$ cat src/rtl/adc_seq_pkg.sv
// Shared definitions for the LTC2494 scan sequencer: FSM encoding, the
// configuration word layout and the received-word field positions.
package adc_seq_pkg;

  typedef enum logic [1:0] {
    ST_IDLE,
    ST_ISSUE,
    ST_XFER,
    ST_WAIT
  } state_e;

  localparam logic [2:0] CFG_PREAMBLE = 3'b101;
  localparam int         CFG_EN_BIT   = 28;
  localparam int         CFG_SGL_BIT  = 27;
  localparam int         CFG_ODD_BIT  = 26;
  localparam int         CFG_ADDR_LSB = 23;
  localparam int         CFG_EN2_BIT  = 22;
  localparam int         CFG_IM_BIT   = 21;
  localparam int         CFG_FAFB_LSB = 19;
  localparam int         CFG_SPD_BIT  = 18;
  localparam int         CFG_GAIN_LSB = 15;

  localparam logic       CFG_EN   = 1'b1;
  localparam logic       CFG_SGL  = 1'b1;
  localparam logic       CFG_EN2  = 1'b1;
  localparam logic       CFG_IM   = 1'b0;
  localparam logic [1:0] CFG_FAFB = 2'b00;
  localparam logic       CFG_SPD  = 1'b0;

  localparam int EOC_BIT = 31;
  localparam int RES_MSB = 29;
  localparam int RES_LSB = 6;

  localparam logic [31:0] RESET_WORD = 32'h8000_0000;

  // Single-ended conversion on channel ch; ODD selects the odd input of the pair.
  function automatic logic [31:0] cfg_word(input logic [3:0] ch, input logic [2:0] gain);
    logic [31:0] w;
    w                      = '0;
    w[31:29]               = CFG_PREAMBLE;
    w[CFG_EN_BIT]          = CFG_EN;
    w[CFG_SGL_BIT]         = CFG_SGL;
    w[CFG_ODD_BIT]         = ch[0];
    w[CFG_ADDR_LSB +: 3]   = ch[3:1];
    w[CFG_EN2_BIT]         = CFG_EN2;
    w[CFG_IM_BIT]          = CFG_IM;
    w[CFG_FAFB_LSB +: 2]   = CFG_FAFB;
    w[CFG_SPD_BIT]         = CFG_SPD;
    w[CFG_GAIN_LSB +: 3]   = gain;
    return w;
  endfunction

endpackage

$ cat src/rtl/chan_rr_pick.sv
// Round-robin channel picker: lowest set mask bit strictly above cur,
// wrapping 15 -> 0. A single-bit mask picks the same channel again.
module chan_rr_pick (
  input  logic [15:0] mask,
  input  logic [3:0]  cur,
  output logic [3:0]  next,
  output logic        any
);

  logic [3:0] idx;
  logic       found;

  always_comb begin
    next  = cur;
    found = 1'b0;
    idx   = cur;
    for (int i = 1; i <= 16; i++) begin
      idx = cur + 4'(i);
      if (!found && mask[idx]) begin
        next  = idx;
        found = 1'b1;
      end
    end
  end

  assign any = |mask;

endmodule

$ cat src/rtl/adc_scan_sequencer.sv
// Scan scheduler for the LTC2494 SPI path. Each transfer configures the next
// conversion and returns the previous one, so results are tagged one step late.
module adc_scan_sequencer
  import adc_seq_pkg::*;
#(
  parameter int CONV_CYCLES = 7500000,
  parameter int CNT_W       = 23,
  parameter int NCH         = 16
) (
  input  logic           clk,
  input  logic           rst,
  input  logic           i_enable,
  input  logic [NCH-1:0] i_chanMask,
  input  logic [2:0]     i_gain,
  input  logic           i_ready,
  output logic           o_dataValid,
  output logic [31:0]    o_DATA,
  input  logic           i_rxValid,
  input  logic [31:0]    i_rxData,
  output logic [23:0]    o_result,
  output logic [3:0]     o_resultCh,
  output logic           o_resultValid,
  output logic           o_eocErr,
  output logic           o_busy
);

  localparam logic [CNT_W-1:0] CNT_LOAD = CNT_W'(CONV_CYCLES - 1);

  state_e           state_q, state_d;
  logic [3:0]       cur_ch_q, cur_ch_d;
  logic [3:0]       pend_ch_q, pend_ch_d;
  logic             prev_valid_q, prev_valid_d;
  logic [CNT_W-1:0] cnt_q, cnt_d;
  logic [31:0]      data_q, data_d;
  logic             data_valid_q, data_valid_d;
  logic [23:0]      result_q, result_d;
  logic [3:0]       result_ch_q, result_ch_d;
  logic             result_valid_q, result_valid_d;
  logic             eoc_err_q, eoc_err_d;

  logic [3:0]       next_ch;
  logic             mask_any;
  logic             unused_rx_bits;

  chan_rr_pick u_pick (
    .mask (i_chanMask),
    .cur  (cur_ch_q),
    .next (next_ch),
    .any  (mask_any)
  );

  assign unused_rx_bits = ^{i_rxData[30], i_rxData[RES_LSB-1:0]};

  always_ff @(posedge clk or negedge rst) begin
    if (!rst) begin
      state_q <= ST_IDLE;
    end else begin
      state_q <= state_d;
    end
  end

  // An emptied mask in ISSUE abandons the scan before any word is handed over.
  always_comb begin
    state_d = state_q;
    case (state_q)
      ST_IDLE: begin
        if (i_enable && mask_any) state_d = ST_ISSUE;
      end
      ST_ISSUE: begin
        if (!mask_any)    state_d = ST_IDLE;
        else if (i_ready) state_d = ST_XFER;
      end
      ST_XFER: begin
        if (i_rxValid) state_d = ST_WAIT;
      end
      ST_WAIT: begin
        if (cnt_q == '0) state_d = (i_enable && mask_any) ? ST_ISSUE : ST_IDLE;
      end
      default: state_d = ST_IDLE;
    endcase
  end

  always_comb begin
    cur_ch_d       = cur_ch_q;
    pend_ch_d      = pend_ch_q;
    prev_valid_d   = prev_valid_q;
    cnt_d          = cnt_q;
    data_d         = data_q;
    data_valid_d   = 1'b0;
    result_d       = result_q;
    result_ch_d    = result_ch_q;
    result_valid_d = 1'b0;
    eoc_err_d      = eoc_err_q;
    case (state_q)
      ST_IDLE: begin
        if (i_enable && mask_any) begin
          eoc_err_d    = 1'b0;
          prev_valid_d = 1'b0;
          cur_ch_d     = 4'hF;
        end
      end
      ST_ISSUE: begin
        if (mask_any && i_ready) begin
          data_d       = cfg_word(next_ch, i_gain);
          data_valid_d = 1'b1;
          pend_ch_d    = cur_ch_q;
          cur_ch_d     = next_ch;
        end
      end
      ST_XFER: begin
        // The word coming back belongs to the channel configured one transfer earlier.
        if (i_rxValid) begin
          if (prev_valid_q) begin
            if (i_rxData[EOC_BIT]) begin
              eoc_err_d = 1'b1;
            end else begin
              result_d       = i_rxData[RES_MSB:RES_LSB];
              result_ch_d    = pend_ch_q;
              result_valid_d = 1'b1;
            end
          end
          prev_valid_d = 1'b1;
          cnt_d        = CNT_LOAD;
        end
      end
      ST_WAIT: begin
        if (cnt_q != '0) cnt_d = cnt_q - CNT_W'(1);
      end
      default: ;
    endcase
  end

  always_ff @(posedge clk or negedge rst) begin
    if (!rst) begin
      cur_ch_q       <= '0;
      pend_ch_q      <= '0;
      prev_valid_q   <= 1'b0;
      cnt_q          <= '0;
      data_q         <= RESET_WORD;
      data_valid_q   <= 1'b0;
      result_q       <= '0;
      result_ch_q    <= '0;
      result_valid_q <= 1'b0;
      eoc_err_q      <= 1'b0;
    end else begin
      cur_ch_q       <= cur_ch_d;
      pend_ch_q      <= pend_ch_d;
      prev_valid_q   <= prev_valid_d;
      cnt_q          <= cnt_d;
      data_q         <= data_d;
      data_valid_q   <= data_valid_d;
      result_q       <= result_d;
      result_ch_q    <= result_ch_d;
      result_valid_q <= result_valid_d;
      eoc_err_q      <= eoc_err_d;
    end
  end

  assign o_dataValid   = data_valid_q;
  assign o_DATA        = data_q;
  assign o_result      = result_q;
  assign o_resultCh    = result_ch_q;
  assign o_resultValid = result_valid_q;
  assign o_eocErr      = eoc_err_q;
  assign o_busy        = (state_q != ST_IDLE);

endmodule

$ cat config.mk
export PLATFORM = sky130hd
export DESIGN_NAME = adc_scan_sequencer
export DESIGN_NICKNAME = d
export VERILOG_FILES = /design/src/rtl/adc_seq_pkg.sv /design/src/rtl/chan_rr_pick.sv /design/src/rtl/adc_scan_sequencer.sv
export SDC_FILE = /design/constraint.sdc
export NUM_CORES = 1
export LEC_CHECK = 0
export CAP_MARGIN = 15
export CELL_PAD_IN_SITES_DETAIL_PLACEMENT = 0
export CELL_PAD_IN_SITES_GLOBAL_PLACEMENT = 1
export CORE_MARGIN = 4
export CORE_UTILIZATION = 40
export CTS_CLUSTER_SIZE = 40
export DETAILED_ROUTE_END_ITERATION = 6
export PLACE_DENSITY = 0.84
export SKIP_LAST_GASP = 1
export SLEW_MARGIN = 15
export SYNTH_ARGS = -nofsm -noshare
export SYNTH_HDL_FRONTEND = slang
export SYNTH_HIERARCHICAL = 1
export SYNTH_SLANG_ARGS = --single-unit
$ cat constraint.sdc
create_clock -name clk -period 5.25 [get_ports clk]
set_input_delay 0.7875 -clock clk [delete_from_list [all_inputs] [get_ports clk]]
set_output_delay 0.7875 -clock clk [all_outputs]
set_load 0.01 [all_outputs]
==> impl_metrics.tcl <==
set metrics [dict create \
    slew_violations 0 \
    synthesis.area_sq_mm 0.005598 \
    grt_first_pass_wirelength_mm 23.93 \
    final_nets 694 \
    final-instance-count-excl-fill 810 \
    post_drt_wl_per_cell_um 17.83 \
    power_density_mw_per_mm2 742.7 \
    cts_resized 0 \
    fin_skew_ns 0.006649 \
    max-vdd-ir-drop_uv 303.5 \
    synth-main-ff-cell "dfrtp_1" \
    post-route-period-util_pct 76.50 \
    numCtsBuffers 9 \
    netlist_instances 548 \
    hold_violations 0 \
    synthDistinctLibCells 76 \
    rows 42 \
    cp.required_ns 5.51 \
    yosys.area.top_type_share_pct 32.63 \
    clk_pin_slew_ns 0.06 \
    maxSlewHeadroom_pct 39.13 \
    p_clk_share_pct 12.2 \
    start_util_pct 41.61 \
    post-route-util_pct 50.87 \
    area_growth_pct 22.24 \
    cts_root_buf "clkbuf_16" \
    route.detailed.drc 0 \
    min_path_type "reg2reg" \
    h-tree-depth 3 \
    synth_edf_count 0 \
    criticalPathCategory "reg2reg" \
    die-width_um 126.3 \
    clockBufferDepth 2 \
    grt_pass1_vias 4789 \
    hold_buffers 0 \
    status "finished clean" \
    clock_sinks 73 \
    cp.arrival_ns 4.27 \
    io_pins 120 \
    die_height_um 126.3 \
    grt_max_degree 74 \
    drv_cap 0 \
    design.die.area_sq_mm 0.01595 \
    power.leakage_nw 2.799 \
    num_vias 4651 \
    power_frac_seq_pct 18.5 \
    diodes 0 \
    p_sw_mw 2.338 \
    critPathCaptureType "register" \
    switching_share_pct 46.01 \
    crit_start "cur_ch_q[0]$_DFFE_PN0P_" \
    async_flop_share_pct 100.0 \
    seq_area_frac_synth_pct 32.63 \
    synth_most_common_cell "dfrtp_1" \
    fmax_ghz 0.2490 \
    reg2reg_from "cur_ch_q[0]$_DFFE_PN0P_" \
    synth_commonest_cells "dfrtp_1 (73), nand2_1 (66), mux2_2 (36)" \
    core-area_sq_mm 0.01345 \
    p_int_mw 2.744 \
    first_iter_violations 243 \
    tightest_slew_ns 0.9130 \
    antenna_found_initial 0 \
    overflow 0 \
    finalInstanceArea_sq_mm 0.006843 \
    place.gp.congestion 0.8970 \
    viasPerCell 5.742 \
    synth.area.top_cells "dfrtp_1 (33%), mux4_2 (7.6%), mux2_2 (7.2%), mux4_1 (4.7%), nand2_1 (4.4%)" \
    synth_area_leader_cell "dfrtp_1" \
    min-delay-start "pend_ch_q[0]$_DFFE_PN0P_" \
    clk_latency_ns 0.32 \
    layout-drive-gt1-share_pct 15.93 \
    grtUsageTotal_pct 17.89 \
    period_needed_ns 4.016 \
    placed_area_sq_mm 0.006535 \
    routed_wl_mm 14.44 \
    critPathLaunchType "register" \
    ys_ff_latch 73 \
    first_pass_iters 5 \
    p_comb_share_pct 69.3 \
    setup_tns_ns 0 \
    placed_cells 794 \
    dpl.hpwl_mm 10.72 \
    cts_tree "done" \
    io_buffers 91 \
    setup_viol 0 \
    postRouteAntennaNets 0 \
    rsz0062_at_grt "false" \
    post_cts_buffers 0 \
    syn_area_per_cell_sq_um 10.22 \
    synth-warning-count 6 \
    cp_max_fo 15 \
]
## cell type report
class | count | area [sq um]
timing repair buffer | 100 | 973.4
clock inverter | 4 | 51.30
tap | 176 | 220.2
fill | 1237 | 6610
inverter | 17 | 63.81
multi-input combinational | 428 | 3451
sequential | 73 | 1827
clock buffer | 12 | 256.5
## worst paths after layout
path                                             to  slack (ns)  cells after the start
max                         cur_ch_q[1]$_DFFE_PN0P_        1.23                     11
min                        pend_ch_q[0]$_DFFE_PN0P_        0.48                      2
max reg2reg                 cur_ch_q[1]$_DFFE_PN0P_        1.23                     11
min reg2reg                pend_ch_q[0]$_DFFE_PN0P_        0.48                      2
max in group asynchronous     o_dataValid$_DFF_PN0_        4.06                      1
min in group asynchronous   o_result[8]$_DFFE_PN0P_        0.60                      1
## state kept, by name, indices dropped and copies added (netlist names), named ones only
register / count
prev_valid_q: 1
o_DATA: 8
cur_ch_q: 4
o_result: 24
pend_ch_q: 4
o_resultCh: 4
o_eocErr: 1
o_dataValid: 1
cnt_q: 23
o_resultValid: 1
state_q: 1
## cells by family (layout without fill, tap and decap cells)
| group | count (synthesis) | in the layout | share of synthesized area [%] |
|---|---|---|---|
| multiplexers | 92 | 92 | 24.79 |
| flip-flops | 73 | 73 | 32.63 |
| adder cells (fa/ha/maj) | 9 | 9 | 2.012 |
| other | 2 | 21 | 0.1342 |
| buffers and inverters | 66 | 133 | 7.040 |
| AO/OA/AOI/OAI | 105 | 105 | 12.87 |
| AND/OR/NAND/NOR | 187 | 187 | 17.99 |
| XOR/XNOR | 14 | 14 | 2.526 |
## per-stage QoR
step	power [mW]	hold slack [ns]	setup WS, ns
global route	5.441	0.5015	0.8890
finish	5.082	0.4752	1.234
global placement	4.330	0.4615	1.082
detailed placement	4.412	0.4655	1.001
floorplan	3.462	0.4402	1.457
CTS	5.063	0.4813	1.250
## placed cells by master, fill, tap and decap left out, types with 4 or more instances in the layout
cell | synthesis | final
o21ai_0 | 18 | 18
o31ai_1 | 4 | 4
nor3_1 | 9 | 9
o21ai_1 | 4 | 4
nor2b_1 | 6 | 6
mux2_2 | 36 | 36
or3_1 | 8 | 8
ha_1 | 9 | 9
clkbuf_16 | 0 | 9
xor2_1 | 7 | 7
inv_1 | 15 | 15
nand2b_1 | 9 | 9
mux2i_1 | 22 | 22
mux4_1 | 10 | 10
a31oi_1 | 4 | 4
and2_1 | 4 | 4
nand3_1 | 15 | 15
dfrtp_1 | 73 | 73
nor4_1 | 7 | 7
nor2_1 | 27 | 26
xnor2_1 | 6 | 6
clkdlybuf4s50_1 | 0 | 90
o22a_1 | 4 | 4
conb_1 | 2 | 21
and3_1 | 5 | 5
o211ai_1 | 7 | 7
a22oi_1 | 4 | 4
o22ai_1 | 6 | 6
buf_4 | 27 | 9
a21oi_1 | 19 | 19
mux4_2 | 19 | 19
nand4_1 | 4 | 4
o41ai_1 | 4 | 4
nand2_1 | 66 | 66
or4_1 | 10 | 10
## power by group through the flow
stage / clock (mW) / combinational [mW] / sequential (mW)
final: 0.622 / 3.52 / 0.939
after global routing: 0.670 / 3.80 / 0.972
after CTS: 0.638 / 3.48 / 0.940
after detailed placement: 0 / 3.46 / 0.948
after global placement: 0 / 3.40 / 0.932
after floorplan: 0 / 2.49 / 0.976
## worst max-delay path, cell delays in order (launching register included)
cell and delay, ns:
dfrtp_1 0.34, inv_1 0.07, ha_1 0.71, mux4_1 0.44
inv_1 0.06, mux4_2 0.57, nor3_1 0.46, o32ai_1 0.16
a2111oi_0 0.54, o21ai_1 0.17, a21oi_1 0.25, o22a_1 0.18
## routing by layer
metal | track usage (%) | vias to the layer above | wire length, um
met1 | 22.37 | 2324 | 6007
met4 | 3.722 | 0 | 186
met3 | 3.321 | 17 | 614
met2 | 32.36 | 121 | 7635
met5 | 0 | - | 0
li1 | - | 2189 | -
Power figures use the tool's default switching activity.
